[src/rtl/rv_pipe_pkg.sv]
// Shared pipeline definitions for the instruction-fetch stage: state encoding,
// datapath widths and the bubble value shared with the IF/ID flush logic.
package rv_pipe_pkg;

    typedef enum logic [1:0] {
        ISSUE = 2'd0,
        WAIT  = 2'd1,
        HOLD  = 2'd2
    } fetch_state_t;

    localparam int          INSN_W              = 32;
    localparam logic [31:0] PC_STEP             = 32'd4;
    localparam logic [31:0] BUBBLE_INSN_DEFAULT = 32'h0000_0000;

endpackage

[src/rtl/fetch_unit_if.sv]
// Instruction-memory request/response handshake between the fetch stage
// (master) and the instruction memory (slave).
interface fetch_unit_if;

    logic        imem_req;
    logic [31:0] imem_addr;
    logic        imem_rvalid;
    logic [31:0] imem_rdata;

    modport master (
        output imem_req,
        output imem_addr,
        input  imem_rvalid,
        input  imem_rdata
    );

    modport slave (
        input  imem_req,
        input  imem_addr,
        output imem_rvalid,
        output imem_rdata
    );

endinterface

[src/rtl/fetch_unit.sv]
// Instruction-fetch stage: owns the PC, fetches one instruction at a time over
// the imem handshake and presents it to IF/ID, honouring stall and redirect.
module fetch_unit
    import rv_pipe_pkg::*;
#(
    parameter logic [31:0]       RESET_PC    = 32'h0000_0000,
    parameter logic [INSN_W-1:0] BUBBLE_INSN = BUBBLE_INSN_DEFAULT
) (
    input  logic              clk,
    input  logic              rst,
    input  logic              hazard_detection,
    input  logic              NextPCSrc,
    input  logic [31:0]       branch_target,
    fetch_unit_if.master      imem,
    output logic [INSN_W-1:0] instruction_out,
    output logic [31:0]       pc_out,
    output logic [31:0]       sum_out,
    output logic              fetch_valid
);

    fetch_state_t      state, state_next;
    logic [31:0]       pc, pc_next;
    logic [INSN_W-1:0] hold_insn, hold_next;
    logic              drop, drop_next;
    logic [31:0]       target;
    logic [31:0]       pc_plus;

    assign target  = branch_target & ~32'd3;
    assign pc_plus = pc + PC_STEP;

    always_ff @(posedge clk) begin
        if (rst) begin
            state     <= ISSUE;
            pc        <= RESET_PC;
            hold_insn <= '0;
            drop      <= 1'b0;
        end else begin
            state     <= state_next;
            pc        <= pc_next;
            hold_insn <= hold_next;
            drop      <= drop_next;
        end
    end

    // drop marks an in-flight response that a redirect has made stale.
    always_comb begin
        state_next = state;
        pc_next    = pc;
        hold_next  = hold_insn;
        drop_next  = drop;
        case (state)
            ISSUE: begin
                if (NextPCSrc) pc_next    = target;
                else           state_next = WAIT;
            end
            WAIT: begin
                if (imem.imem_rvalid) begin
                    if (!drop && !NextPCSrc) begin
                        hold_next  = imem.imem_rdata;
                        state_next = HOLD;
                    end else begin
                        drop_next  = 1'b0;
                        state_next = ISSUE;
                        if (NextPCSrc) pc_next = target;
                    end
                end else if (NextPCSrc) begin
                    pc_next   = target;
                    drop_next = 1'b1;
                end
            end
            HOLD: begin
                if (NextPCSrc) begin
                    pc_next    = target;
                    state_next = ISSUE;
                end else if (!hazard_detection) begin
                    pc_next    = pc_plus;
                    state_next = ISSUE;
                end
            end
            default: state_next = ISSUE;
        endcase
    end

    always_comb begin
        imem.imem_addr  = pc;
        imem.imem_req   = (state == ISSUE) && !NextPCSrc && !rst;
        fetch_valid     = 1'b0;
        instruction_out = BUBBLE_INSN;
        pc_out          = '0;
        sum_out         = '0;
        if (state == HOLD) begin
            fetch_valid     = 1'b1;
            instruction_out = hold_insn;
            pc_out          = pc;
            sum_out         = pc_plus;
        end
    end

endmodule
[src/flat_wrapper.sv]
// flat-port wrapper written by rule: the top's interface ports become plain ports
module fetch_unit_flat import rv_pipe_pkg::*;
#(
    parameter logic [31:0]       RESET_PC    = 32'h0000_0000,
    parameter logic [INSN_W-1:0] BUBBLE_INSN = BUBBLE_INSN_DEFAULT
)
  (clk, rst, hazard_detection, NextPCSrc, branch_target, instruction_out, pc_out, sum_out, fetch_valid, imem_imem_req, imem_imem_addr, imem_imem_rvalid, imem_imem_rdata);
  fetch_unit_if imem_i ();
  input  logic clk;
  input  logic rst;
  input  logic hazard_detection;
  input  logic NextPCSrc;
  input  logic [31:0] branch_target;
  output logic [INSN_W-1:0] instruction_out;
  output logic [31:0] pc_out;
  output logic [31:0] sum_out;
  output logic fetch_valid;
  output wire logic [$bits(imem_i.imem_req)-1:0] imem_imem_req;
  output wire logic [$bits(imem_i.imem_addr)-1:0] imem_imem_addr;
  input wire logic [$bits(imem_i.imem_rvalid)-1:0] imem_imem_rvalid;
  input wire logic [$bits(imem_i.imem_rdata)-1:0] imem_imem_rdata;
  assign imem_imem_req = imem_i.imem_req;
  assign imem_imem_addr = imem_i.imem_addr;
  assign imem_i.imem_rvalid = imem_imem_rvalid;
  assign imem_i.imem_rdata = imem_imem_rdata;
  fetch_unit #(.RESET_PC(RESET_PC), .BUBBLE_INSN(BUBBLE_INSN)) u_core (.clk(clk), .rst(rst), .hazard_detection(hazard_detection), .NextPCSrc(NextPCSrc), .branch_target(branch_target), .imem(imem_i), .instruction_out(instruction_out), .pc_out(pc_out), .sum_out(sum_out), .fetch_valid(fetch_valid));
endmodule
[config.mk]
export PLATFORM = sky130hd
export DESIGN_NAME = fetch_unit_flat
export DESIGN_NICKNAME = d
export VERILOG_FILES = /design/src/rtl/rv_pipe_pkg.sv /design/src/rtl/fetch_unit_if.sv /design/src/rtl/fetch_unit.sv /design/src/flat_wrapper.sv
export SDC_FILE = /design/constraint.sdc
export NUM_CORES = 1
export LEC_CHECK = 0
export BUFFER_PORTS_ARGS = -buffer_cell sky130_fd_sc_hd__buf_2
export CAP_MARGIN = 15
export CORE_MARGIN = 2
export CORE_UTILIZATION = 25
export CTS_CLUSTER_DIAMETER = 120
export DETAILED_ROUTE_END_ITERATION = 6
export GPL_ROUTABILITY_DRIVEN = 1
export PLACE_DENSITY = 0.49
export SYNTH_ARGS = -nofsm -noshare
export SYNTH_HDL_FRONTEND = slang
export SYNTH_SLANG_ARGS = --single-unit
[constraint.sdc]
create_clock -name clk -period 3.7 [get_ports clk]
set_input_delay 0.74 -clock clk [delete_from_list [all_inputs] [get_ports clk]]
set_output_delay 0.74 -clock clk [all_outputs]
set_load 0.02 [all_outputs]
==> flow_metrics.tcl <==
set metrics [dict create \
    status "completed" \
    grt_pass1_wl_um 27280 \
    finalPower_mw 2.086 \
    grt_pass1_vias 4983 \
    areaGrowthSynthToFinish_pct 30.72 \
    fin_crit_sh_pct 95.23 \
    cap_violations 0 \
    setup_tns_ns 0 \
    ys_seq_elements 65 \
    hold_slack_ns 0.4481 \
    num_io_pins 199 \
    grt_max_degree 66 \
    power_frac_seq_pct 37.5 \
    cp.buffers_inverters 1 \
    crit_fanout 17 \
    tightestPinTransition_ns 0.9566 \
    via_per_inst 4.991 \
    final_util_pct 33.28 \
    antenna_found_initial 4 \
    core_mm2 0.01796 \
    rsz0062_at_grt "no" \
    clock_path_buffers 2 \
    grt-ovfl-total 0 \
    hpwl_um 11860 \
    clock_latency_ns 0.34 \
    startpoint "u_core.imem.imem_addr[9]$_SDFFE_PP0P_" \
    irDropWorstVdd_uv 252.1 \
    cp_slowest_cell "or4_1" \
    cts_inserted_buffers 9 \
    start_util_pct 25.46 \
    cp_cell_sequence "nand4_1, or4_1, or3_1, a21oi_1, buf_2" \
    hp-class "register to register" \
    min_period_ns 3.523 \
    totalWireLength_um 17070 \
    via_count 5166 \
    crit_path_end_kind "primary output" \
    arrival_ns 2.78 \
    cellPowerDensity_mw_per_mm2 348.8 \
    synth_cells 641 \
    synth_area_mm2 0.004573 \
    nets 870 \
    cts_htree_levels 3 \
    gr-usage-all-layers_pct 17.45 \
    clkTransAtPathRegs_ns 0.06 \
    worstSetupStartpointType "register" \
    synth-edff-count 0 \
    ant_nets 0 \
    r2r_slack_ns 1.13 \
    max_freq_mhz 283.8 \
    port_buffers 190 \
    worstReg2RegStart "u_core.state[1]$_SDFFE_PP0P_" \
    switching_share_pct 27.34 \
    dpl_worst_slack_ns 0.4798 \
    cts_hold_buffers 0 \
    synth_sequential_area_ratio_pct 28.45 \
    cts_root_buffer "clkbuf_16" \
    internal-power_mw 1.515 \
    setup-violations-final 0 \
    dieHeight_um 139.3 \
    dpl_cell_area_mm2 0.005619 \
    ys_types 66 \
    finClkSkew_ns 0.009779 \
    pwr-share-comb_pct 13.2 \
    stdcell_count 1035 \
    drive_gt1_share_pct 30.06 \
    worst_slack_ns 0.1765 \
    reg2reg_to "u_core.imem.imem_addr[24]$_SDFFE_PP0P_" \
    crit_family "simple AND/OR/NAND/NOR gates" \
    worst-setup-path-type "register to primary output" \
    firstDrtPassIters 7 \
    die_w_um 139.3 \
    ys.flop_type "dfxtp_1" \
    fp-row-count 49 \
    design_area_mm2 0.005978 \
    clockPowerShare_pct 49.3 \
    drtIter0Drc 326 \
    dieArea_mm2 0.01939 \
    avgSynthCellArea_um2 7.134 \
    async_flop_share_pct 0 \
    cp.depth 5 \
    leakage_nw 2.526 \
    hold_violations 0 \
    drc 0 \
    slew-limit-headroom_pct 36.23 \
    critPathMaxStageDelay_ns 0.90 \
    rr_worst_depth 4 \
    dp.cells 1018 \
    p_switching_uw 570.1 \
    cts_tree "built" \
    slew_viol_final 0 \
    worstPathRequired_ns 2.96 \
    avgRoutedWirePerCell_um 16.49 \
    worstSetupEndpoint "sum_out[21]" \
    routabilityCongestion 0.8345 \
    yosys_warnings 0 \
    numClockSinks 65 \
]
## cell usage after synthesis (3+ instances only)
master,number,area share (%)
inv_1,20,1.6
a31oi_1,8,1.1
o2111ai_1,3,0.57
nand2_1,91,7.5
mux2i_1,3,0.66
buf_1,4,0.33
a222oi_1,3,0.66
o311ai_0,3,0.57
nor2b_1,7,0.96
and2_1,64,8.8
buf_4,9,1.5
nand3_1,17,1.9
o31ai_1,4,0.66
xor2_1,4,0.77
o211ai_1,7,1.1
buf_2,4,0.44
nand3b_1,4,0.66
nand4_1,11,1.5
nor4_1,13,1.8
nor3_1,13,1.4
o21a_1,3,0.49
o21ai_0,29,3.2
clkbuf_8,7,2.1
or2_2,3,0.41
xnor2_1,7,1.3
nor2_1,36,3.0
a21oi_1,72,7.9
a211oi_1,9,1.5
clkbuf_1,39,3.2
o32ai_1,5,0.96
or3_1,15,2.1
or4_1,11,1.8
a21o_1,3,0.49
a2111oi_0,3,0.57
dfxtp_1,65,28
a22oi_1,5,0.82
## routing by layer
metal / wire, µm / vias to the layer above / track usage, %
li1: - / 2584 / -
met1: 7668 / 2382 / 22.56
met5: 44 / - / 0
met2: 7695 / 171 / 27.43
met4: 257 / 6 / 5.051
met3: 1407 / 23 / 6.228
## power by group through the flow
stage               Sequential, mW  Clock [mW]  Combinational (mW)
detailed placement           0.797           0               0.277
global placement             0.796           0               0.277
floorplan                    0.800           0               0.165
finish                       0.781        1.03               0.276
CTS                          0.781        1.06               0.277
global route                 0.788        1.09               0.304
## state kept, by name (all words and copies together), names as in the netlist
signal	flops
u_core.imem.imem_addr	30
u_core.hold_insn	32
u_core.drop	1
u_core.state	2
## logic make-up (layout without fill, tap and decap cells)
kind of cell | Yosys count | after routing | synth area share [%]
and+or+nand+nor | 303 | 303 | 35.24
AOI/OAI and AO/OA | 169 | 169 | 22.96
buffers and inverters | 86 | 245 | 9.740
DFF | 65 | 65 | 28.45
xor gates and xnor gates | 11 | 11 | 2.107
muxes | 5 | 5 | 1.149
adders and majority gates | 1 | 1 | 0.2736
other | 1 | 7 | 0.08200
## cells in the final DEF (no fill, tap or decap), types with 8 or more instances in the layout
cell type	count
buf_2	190
nand2_1	91
a21oi_1	72
dfxtp_1	65
and2_1	64
nor2_1	36
o21ai_0	29
inv_1	20
buf_4	18
nand3_1	17
or3_1	15
nor4_1	13
nor3_1	12
nand4_1	11
or4_1	10
a211oi_1	9
clkbuf_16	9
a31oi_1	8
## layout make-up
type	instances	area, µm²
Clock inverter	6	113.9
Inverter	20	75.07
Multi-Input combinational cell	495	2854
Clock buffer	10	239.0
Sequential cell	65	1301
Tap cell	229	286.5
Antenna cell	1	2.502
Timing Repair Buffer	209	1106
Fill cell	2007	11990
## worst min-delay path: stages (launching register included)
cell and delay, ns:
dfxtp_1 0.30, nand2_1 0.05, a21oi_1 0.05
## what timing repair did
| item | 4_1_cts | 5_1_grt |
|---|---|---|
| resized for setup | 0 | 1 |
| hold endpoints to repair | 0 | 0 |
| endpoints found under the setup margin | 0 | 1 |
| setup buffers | 0 | 0 |
## worst min path at each step
stage,from,endpoint,slack [ns],cells past startpoint
after floorplan,u_core.hold_insn[0]$_SDFFE_PP0P_,u_core.hold_insn[0]$_SDFFE_PP0P_,0.43,2
after global placement,u_core.hold_insn[26]$_SDFFE_PP0P_,u_core.hold_insn[26]$_SDFFE_PP0P_,0.44,2
after detailed placement,u_core.hold_insn[20]$_SDFFE_PP0P_,u_core.hold_insn[20]$_SDFFE_PP0P_,0.44,2
after CTS,u_core.hold_insn[14]$_SDFFE_PP0P_,u_core.hold_insn[14]$_SDFFE_PP0P_,0.45,2
after global routing,u_core.hold_insn[27]$_SDFFE_PP0P_,u_core.hold_insn[27]$_SDFFE_PP0P_,0.47,2
final,u_core.hold_insn[20]$_SDFFE_PP0P_,u_core.hold_insn[20]$_SDFFE_PP0P_,0.45,2
No activity file was read; power rests on OpenSTA's default activity.
